==> config.mk <==
export PLATFORM = sky130hd
export DESIGN_NAME = uart_rx
export DESIGN_NICKNAME = d
export VERILOG_FILES = /design/src/rtl/uart_rx.sv
export SDC_FILE = /design/constraint.sdc
export NUM_CORES = 1
export LEC_CHECK = 0
export CAP_MARGIN = 20
export CORE_MARGIN = 4
export CORE_UTILIZATION = 45
export DETAILED_ROUTE_END_ITERATION = 7
export PLACE_DENSITY = 0.69
export SLEW_MARGIN = 25
export SYNTH_ARGS = -nofsm -noshare
export SYNTH_HDL_FRONTEND = slang
export SYNTH_SLANG_ARGS = --single-unit
==> constraint.sdc <==
create_clock -name clk -period 3.15 [get_ports clk]
set_clock_uncertainty 0.1 [all_clocks]
set_input_delay 0.945 -clock clk [delete_from_list [all_inputs] [get_ports clk]]
set_output_delay 0.945 -clock clk [all_outputs]
set_load 0.01 [all_outputs]
==> src/rtl/uart_rx.sv <==
// 8N1 UART receiver: synchronizes RX, detects a start edge, samples each bit
// at mid-period and presents the assembled byte with a sticky rdy flag.
module uart_rx #(
  parameter int BAUD_RATE = 19200,
  parameter int CLK_RATE  = 50_000_000,
  parameter int DIV_NUM   = CLK_RATE / BAUD_RATE
) (
  input  logic       clk,
  input  logic       rst_n,
  input  logic       RX,
  input  logic       clr_rdy,
  output logic [7:0] rx_data,
  output logic       rdy,
  output logic       frame_err
);

  localparam logic [11:0] HALF_LOAD = 12'(DIV_NUM / 2);
  localparam logic [11:0] BIT_LOAD  = 12'(DIV_NUM - 1);

  typedef enum logic {
    IDLE,
    RECEIVE
  } state_t;

  state_t      state, state_nxt;
  logic        rx_meta, rx_sync, rx_hist;
  logic [1:0]  warm;
  logic        armed;
  logic [11:0] baud_cnt;
  logic [3:0]  bit_cnt;
  logic [7:0]  shift;
  logic        start_det;
  logic        sample;
  logic        frame_done;

  always_ff @(posedge clk or negedge rst_n) begin
    if (!rst_n) begin
      rx_meta <= 1'b1;
      rx_sync <= 1'b1;
      rx_hist <= 1'b1;
    end else begin
      rx_meta <= RX;
      rx_sync <= rx_meta;
      rx_hist <= rx_sync;
    end
  end

  // The chain resets to 1, so a line held low across reset would look like a
  // falling edge; start detection waits until the chain holds real samples.
  always_ff @(posedge clk or negedge rst_n) begin
    if (!rst_n) begin
      warm <= '0;
    end else if (warm != 2'd3) begin
      warm <= warm + 2'd1;
    end
  end

  assign armed = (warm == 2'd3);

  always_ff @(posedge clk or negedge rst_n) begin
    if (!rst_n) begin
      state <= IDLE;
    end else begin
      state <= state_nxt;
    end
  end

  always_comb begin
    state_nxt  = state;
    start_det  = 1'b0;
    sample     = 1'b0;
    frame_done = 1'b0;
    case (state)
      IDLE: begin
        if (armed && rx_hist && !rx_sync) begin
          start_det = 1'b1;
          state_nxt = RECEIVE;
        end
      end
      RECEIVE: begin
        if (baud_cnt == '0) begin
          sample = 1'b1;
          if (bit_cnt == 4'd0 && rx_sync) begin
            state_nxt = IDLE;
          end else if (bit_cnt == 4'd9) begin
            frame_done = 1'b1;
            state_nxt  = IDLE;
          end
        end
      end
      default: state_nxt = IDLE;
    endcase
  end

  always_ff @(posedge clk or negedge rst_n) begin
    if (!rst_n) begin
      baud_cnt <= '0;
      bit_cnt  <= '0;
      shift    <= '0;
    end else if (start_det) begin
      baud_cnt <= HALF_LOAD;
      bit_cnt  <= '0;
    end else if (sample) begin
      baud_cnt <= BIT_LOAD;
      bit_cnt  <= bit_cnt + 4'd1;
      if (bit_cnt != 4'd0 && bit_cnt <= 4'd8) begin
        shift <= {rx_sync, shift[7:1]};
      end
    end else if (state == RECEIVE) begin
      baud_cnt <= baud_cnt - 12'd1;
    end
  end

  always_ff @(posedge clk or negedge rst_n) begin
    if (!rst_n) begin
      rx_data   <= '0;
      frame_err <= 1'b0;
      rdy       <= 1'b0;
    end else if (frame_done) begin
      rx_data   <= shift;
      frame_err <= ~rx_sync;
      rdy       <= 1'b1;
    end else if (clr_rdy || start_det) begin
      rdy <= 1'b0;
    end
  end

endmodule
==> qor.log, run 1 <==
qor: final_layout.finish.instance_area 0.00217 mm^2
qor: pwr.swShare 30.6%
qor: placement.portBuffers 13
qor: timing.max_freq 451 MHz
qor: floorplanning.initial_utilization 46.6%
qor: synth.synth.mux.area_fraction 12.3%
qor: synth.post_synth_main_area_contributors dfrtp_1 49%, mux2_4 6.4%, dfstp_2 4.2%, ha_1 4.0%, mux2_2 3.0%
qor: worst_setup_path.critPathCaptureType primary output
qor: floorplanning.core_region_area 0.00403 mm^2
qor: synth.synthesis.instances 148
qor: synth.synth-edff-count 0
qor: run.count_of_max_cap_constraint_violations 0
qor: routing.drt_drc_violations_left 0
qor: synth.dominant_combinational_cell_family_by_area_after_synthesis simple AND/OR/NAND/NOR gates
qor: pwr.share_seq_of_total_power 49.9%
qor: synth.mappedNetlistNets 158
qor: clock_network.postCtsHoldBufs 0
qor: worst_hold_path.min_path_type reg2reg
qor: synth.synth_commonest_cells 37 x dfrtp_1, 8 x mux2_4, 8 x nand2_1, 7 x nor2_1
qor: worst_setup_path.setup.reg_to_reg.worst_slack 0.99 ns
qor: timing.final.hold.worst_slack 0.260 ns
qor: timing.layout_worst_path_cycle_share 70.4%
qor: timing.final_hold_viol_count 0
qor: synth.ys.flop_type dfrtp_1
qor: pwr.max-vdd-ir-drop 0.336 mV
qor: global_routing.grt_util_met1 19.0%
qor: synth.synthAdderAreaFrac 4.00%
qor: floorplanning.placementRows 23
qor: placement.detailed_place.area 0.00205 mm^2
qor: timing.worst_slew_pin_slew 0.865 ns
qor: worst_setup_path.critical-path-top-delay-family buffers and inverters
qor: clock_network.clock-sinks 40
qor: routing.ant_nets_after_route 0
qor: worst_setup_path.critPathLaunchType flop
qor: outcome.outcome complete, no violations
qor: synth.ys_seq_area_share 53.5%
qor: pwr.power.total 1.44 mW
qor: routing.drt-initial-drc-count 70
qor: global_routing.top_usage_layer met2
qor: floorplanning.pin_count 14
qor: clock_network.cts-resized-gates 0
qor: pwr.power.share.combinational 20.2%
qor: placement.detailedPlacementHpwl 2.34 mm
qor: worst_setup_path.path_cells clkdlybuf4s50_1
qor: timing.setup-violations-final 0
qor: global_routing.globalRouteMet2Util 21.7%
qor: placement.place.gp.congestion 0.859
qor: pwr.power.clock.fraction 29.9%
qor: clock_network.post_cts.repair.setup_buffers 0
qor: final_layout.antennaDiodeCount 0
qor: final_layout.layout.nets 175
qor: final_layout.final_util 53.8%
qor: pwr.power_switching 441 uW
qor: global_routing.largest_net_degree_at_the_start_of_global_routing 41
qor: timing.rsz_0062_raised_after_global_routing no
qor: timing.fin_setup_tns 0 ns
qor: clock_network.clock_tree.root_cell clkbuf_8
qor: final_layout.post_synthesis_to_final_layout_area_growth 15.4%
qor: synth.synth_most_common_cell dfrtp_1
qor: timing.timing_max_transition_violations_final 0
qor: global_routing.grt_antenna_before_repair 0
qor: floorplanning.fp.dieArea 0.00527 mm^2
qor: clock_network.numCtsBuffers 5
qor: clock_network.clkLatencyLatePin 0.28 ns
qor: synth.synth_compound_gate_area_share 6.46%
qor: final_layout.fin_cells 216
qor: routing.totalWireLength 3.27 mm
qor: worst_setup_path.cp.required 2.10 ns
qor: worst_setup_path.worst_ep_arrival_time 1.17 ns
qor: clock_network.h-tree-depth 2
qor: synth.synth_area 0.00188 mm^2
qor: clock_network.cts_tree built
qor: global_routing.grt.total_usage 13.7%
qor: worst_setup_path.critical_path.n_buffers_inverters 1
qor: clock_network.clk_transition_reported_paths 0.08 ns
qor: routing.detail_route.wl_per_cell 15.1 um
qor: global_routing.first_global_vias 1224
qor: synth.async_reset_ff_share 100%
qor: timing.max-slew-margin-rel 42.3%
qor: routing.detail_route.vias_per_cell 5.45
qor: clock_network.max-clock-path-buffers 2
qor: synth.postSynthAreaPerCell 12.7 um^2
qor: global_routing.groute.layer.met3.usage 3.03%
qor: global_routing.grt_first_pass_wirelength 5.71 mm
qor: worst_setup_path.worst_path_largest_cell_delay 0.54 ns
qor: pwr.intPower 998 uW
qor: floorplanning.die-height 72.6 um
qor: timing.tmin_final 2.22 ns
qor: synth.synth.ff_latch_count 40
qor: worst_setup_path.path_max_fanout 2
qor: placement.dpl_worst_slack 0.962 ns
qor: placement.dpl.cell_count 208
qor: synth.synth_top_area_share 49.3%
qor: floorplanning.fp.dieW 72.6 um
qor: worst_setup_path.critical_path_class reg2out
qor: synth.ys_types 38
qor: final_layout.layout-drive-gt1-share 19.9%
qor: routing.detailroute.via_count 1178
qor: synth.yosysTopAreaCell dfrtp_1
qor: pwr.power_density 664 mW/mm^2
qor: global_routing.grt_overflow_total 0
qor: pwr.power.leakage 0.981 nW
qor: timing.postLayoutSetupSlackWorst 0.933 ns
qor: worst_setup_path.cp_slowest_cell clkdlybuf4s50_1
qor: routing.firstDrtPassIters 4
qor: synth.synth-warning-count 0
qor: synth.share_of_the_synthesized_netlist_area_taken_by_xor_and_xnor_gates 5.13%
qor: synth.synth_simple_gate_area_share 16.7%
## flip-flops by register name, summed over array words and instances, names as in the netlist
name and flops:
state 1, warm 2, shift 8, rdy 1, frame_err 1, rx_sync 1
rx_hist 1, rx_data 8, rx_meta 1, bit_cnt 4, baud_cnt 12
## worst register-to-register path, delay by kind of cell (launching register included)
family | cells | cell delay, ns
adder cells (fa/ha/maj) | 1 | 0.17
flip-flops | 1 | 0.43
AND/OR/NAND/NOR | 2 | 0.75
buffers and inverters | 1 | 0.10
multiplexers | 1 | 0.50
## final timing paths
| path | start | endpoint | cells after the start |
|---|---|---|---|
| max in group asynchronous | rst_n | baud_cnt[1]$_DFFE_PN0P_ | 1 |
| max reg2reg | baud_cnt[0]$_DFFE_PN0P_ | rx_data[7]$_DFFE_PN0P_ | 5 |
| min | rx_meta$_DFF_PN1_ | rx_sync$_DFF_PN1_ | 0 |
| min in group asynchronous | rst_n | baud_cnt[6]$_DFFE_PN0P_ | 1 |
| max | rx_data[2]$_DFFE_PN0P_ | rx_data[2] | 1 |
| min reg2reg | rx_meta$_DFF_PN1_ | rx_sync$_DFF_PN1_ | 0 |
## cell families after synthesis
group                    after synthesis
XOR/XNOR                              11
AO/OA/AOI/OAI                         18
multiplexers                          18
AND/OR/NAND/NOR                       48
flip-flops                            40
adder cells (fa/ha/maj)                6
buffers and inverters                  7
## power by group through the flow
stage / clock [mW] / combinational (mW) / sequential [mW]
after detailed placement: 0 / 0.292 / 0.729
final: 0.430 / 0.291 / 0.718
after global placement: 0 / 0.278 / 0.718
after global routing: 0.469 / 0.325 / 0.729
after floorplan: 0 / 0.232 / 0.697
after CTS: 0.440 / 0.294 / 0.718
## cell type report
type | count | area, um^2
clock buffers | 6 | 82.6
repair buffers | 13 | 125
flip-flops and latches | 40 | 1000
well taps | 50 | 62.6
inverters | 4 | 15.0
fillers | 350 | 1860
multi-input cells | 101 | 838
clock inverters | 2 | 38.8
## layout by cell type (no fill, tap or decap), types with 3 or more instances in the layout
cell / Yosys / final
dfrtp_1: 37 / 37
clkdlybuf4s50_1: 0 / 12
nand2_1: 8 / 8
mux2_4: 8 / 8
nor2_1: 7 / 7
a21oi_1: 6 / 6
nand3_1: 6 / 6
xor2_1: 6 / 6
ha_1: 6 / 6
clkbuf_8: 0 / 6
xnor2_1: 5 / 5
mux2_2: 5 / 5
o21ai_0: 5 / 5
inv_1: 4 / 4
mux2_1: 4 / 4
nand3b_1: 3 / 3
nor2b_1: 3 / 3
nand4_1: 3 / 3
nor3_1: 3 / 3
a221o_2: 3 / 3
nand2b_1: 3 / 3
dfstp_2: 3 / 3
## routing by layer
layer,wire length [um],part of all wire [%]
met5,0,0
met4,33,1.0
met3,94,2.9
met2,1610,49
met1,1530,47
(Power assumes the default switching activity.)
==> inputs of run 2 (changes only) <==
==> constraint.sdc (replaced) <==
create_clock -name clk -period 2.1 [get_ports clk]
set_clock_uncertainty 0.1 [all_clocks]
set_input_delay 0.63 -clock clk [delete_from_list [all_inputs] [get_ports clk]]
set_output_delay 0.63 -clock clk [all_outputs]
set_load 0.01 [all_outputs]
==> qor.log, run 2 (synthesis gave the netlist of run 1 again) <==
qor: clock_network.clock_tree.root_cell clkbuf_8
qor: clock_network.cts_tree built
qor: timing.final.hold.worst_slack 0.179 ns [-0.0808 ns]
qor: worst_setup_path.critPathLaunchType flop
qor: final_layout.ff_latch_area 0.00100 mm^2 [unchanged]
qor: final_layout.registers.top_by_ff_count baud_cnt
qor: pwr.intPower 1.49 mW [+50%]
qor: floorplanning.fp.dieArea 0.00527 mm^2 [unchanged]
qor: worst_setup_path.critPathCaptureType primary output
qor: global_routing.grt.total_usage 14.6% [+0.91 points]
qor: clock_network.clock-sinks 40 [unchanged]
qor: placement.detailed_place.area 0.00212 mm^2 [+3.5%]
qor: clock_network.postCtsHoldBufs 0 [unchanged]
qor: final_layout.layout.nets 183 [+4.6%]
qor: worst_setup_path.path_cells clkdlybuf4s50_1
qor: timing.final_hold_viol_count 0 [unchanged]
qor: routing.totalWireLength 3.42 mm [+4.5%]
qor: clock_network.h-tree-depth 2 [unchanged]
qor: routing.detail_route.vias_per_cell 5.38 [-1.3%]
qor: routing.ant_nets_after_route 0 [unchanged]
qor: final_layout.antennaDiodeCount 0 [unchanged]
qor: final_layout.mostFrequentLayoutCells 37 x dfrtp_1, 12 x clkdlybuf4s50_1, 8 x nand2_1, 8 x mux2_4
qor: final_layout.layout_top_registers baud_cnt: 12 flops, rx_data: 8 flops, shift: 8 flops
qor: timing.tmin_final 1.94 ns
qor: clock_network.post_cts.repair.setup_buffers 0 [unchanged]
qor: pwr.max-vdd-ir-drop 0.403 mV [+20%]
qor: floorplanning.placementRows 23 [unchanged]
qor: clock_network.clk_transition_reported_paths 0.08 ns [about the same]
qor: final_layout.finish.instance_area 0.00223 mm^2 [+3.1%]
qor: worst_setup_path.worst_ep_arrival_time 1.21 ns [+0.04 ns]
qor: floorplanning.pin_count 14 [unchanged]
qor: global_routing.grt_overflow_total 0 [unchanged]
qor: run.count_of_max_cap_constraint_violations 0 [unchanged]
qor: global_routing.grt_antenna_before_repair 0 [unchanged]
qor: final_layout.nFillCells 344 [-1.7%]
qor: floorplanning.fp.dieW 72.6 um [unchanged]
qor: final_layout.layout_commonest_cell dfrtp_1
qor: floorplanning.initial_utilization 46.6% [unchanged]
qor: clock_network.cts-resized-gates 0 [unchanged]
qor: final_layout.post_synthesis_to_final_layout_area_growth 18.9%
qor: timing.rsz_0062_raised_after_global_routing no
qor: pwr.swShare 31.9% [+1.3 points]
qor: timing.max_freq 515 MHz
qor: pwr.power.clock.fraction 29.2% [-0.7 points]
qor: timing.fin_setup_tns 0 ns [unchanged]
qor: placement.portBuffers 13 [unchanged]
qor: timing.setup-violations-final 0 [unchanged]
qor: routing.firstDrtPassIters 4 [unchanged]
qor: placement.place.gp.congestion 0.872 [+1.6%]
qor: global_routing.grt_first_pass_wirelength 5.94 mm [+4.1%]
qor: pwr.power_switching 699 uW [+59%]
qor: final_layout.final_util 55.4% [+1.6 points]
qor: clock_network.numCtsBuffers 5 [unchanged]
qor: placement.dpl_worst_slack 0.201 ns [-0.761 ns]
qor: clock_network.clkLatencyLatePin 0.30 ns [+0.02 ns]
qor: worst_hold_path.min_path_type in2async
qor: final_layout.multi_input_area 838 um^2 [unchanged]
qor: pwr.share_seq_of_total_power 49.0% [-0.9 points]
qor: timing.max-slew-margin-rel 67.8% [+25 points]
qor: routing.drt-initial-drc-count 61 [-13%]
qor: worst_setup_path.worst_path_largest_cell_delay 0.54 ns [about the same]
qor: floorplanning.die-height 72.6 um [unchanged]
qor: worst_setup_path.critical-path-top-delay-family buffers and inverters
qor: pwr.power.share.combinational 21.8% [+1.6 points]
qor: pwr.power.leakage 1.02 nW [+3.9%]
qor: timing.postLayoutSetupSlackWorst 0.158 ns [-0.775 ns]
qor: routing.detail_route.wl_per_cell 15.2 um [+0.77%]
qor: worst_setup_path.cp.required 1.37 ns [-0.73 ns]
qor: timing.worst_slew_pin_slew 0.482 ns [-0.382 ns]
qor: global_routing.first_global_vias 1271 [+3.8%]
qor: worst_setup_path.critical_path_class reg2out
qor: timing.timing_max_transition_violations_final 0 [unchanged]
qor: routing.detailroute.via_count 1206 [+2.4%]
qor: final_layout.largest_register_ffs 12 [unchanged]
qor: worst_setup_path.path_max_fanout 2 [unchanged]
qor: outcome.outcome complete, no violations
qor: final_layout.layout-drive-gt1-share 23.6% [+3.7 points]
qor: timing.layout_worst_path_cycle_share 92.5%
qor: worst_setup_path.cp_slowest_cell clkdlybuf4s50_1
qor: global_routing.largest_net_degree_at_the_start_of_global_routing 22 [-46%]
qor: routing.drt_drc_violations_left 0 [unchanged]
qor: placement.detailedPlacementHpwl 2.38 mm [+2.1%]
qor: clock_network.max-clock-path-buffers 2 [unchanged]
qor: pwr.power_density 981 mW/mm^2 [+48%]
qor: floorplanning.core_region_area 0.00403 mm^2 [unchanged]
qor: worst_setup_path.critical_path.n_buffers_inverters 1 [unchanged]
==> run 2: cell count changes in the layout (fill, tap and decap cells not counted), sizes merged <==
cell      delta
buf          +8
clkbuf       -1
clkinv       -1
clkinvlp     +1
inv          +1
==> run 2: stage by stage <==
| stage | instances | total power, mW |
|---|---|---|
| floorplan | 148 | 1.39 |
| finish | 224 | 2.19 |
| CTS | 224 | 2.20 |
| detailed placement | 216 | 1.55 |
| global placement | 216 | 1.52 |
| global route | 224 | 2.31 |
==> run 2: per-layer routing <==
| layer | wire length, um | vias up | GRT usage (%) |
|---|---|---|---|
| met4 | 47 | 0 | 5.12 |
| met2 | 1710 | 14 | 24.1 |
| li1 | - | 580 | - |
| met5 | 0 | - | 0 |
| met3 | 110 | 5 | 4.27 |
| met1 | 1540 | 607 | 18.2 |
==> run 2: worst paths after layout <==
check	startpoint	to	slack, ns	cells past startpoint
max in group asynchronous	rst_n	rx_hist$_DFF_PN1_	1.16	2
hold reg to reg	rx_meta$_DFF_PN1_	rx_sync$_DFF_PN1_	0.26	0
hold / removal	rst_n	bit_cnt[0]$_DFFE_PN0P_	0.18	1
setup / recovery	frame_err$_DFFE_PN0P_	frame_err	0.16	1
setup reg to reg	baud_cnt[1]$_DFFE_PN0P_	shift[2]$_DFFE_PN0P_	0.18	6
min in group clk	rx_meta$_DFF_PN1_	rx_sync$_DFF_PN1_	0.26	0
==> run 2: area by class of cell <==
type,instances,share of cell area (%)
Sequential cell,40,45.0
Clock buffer,5,3.08
Inverter,4,0.672
Clock inverter,3,2.07
Timing Repair Buffer,21,8.85
Tap cell,50,2.80
Multi-Input combinational cell,101,37.5
==> run 2: power by group through the flow <==
stage	Combinational [mW]	Clock [mW]	Sequential [mW]
final	0.477	0.641	1.07
after global routing	0.530	0.690	1.09
after CTS	0.481	0.653	1.07
after detailed placement	0.468	0	1.08
after global placement	0.443	0	1.07
after floorplan	0.348	0	1.05
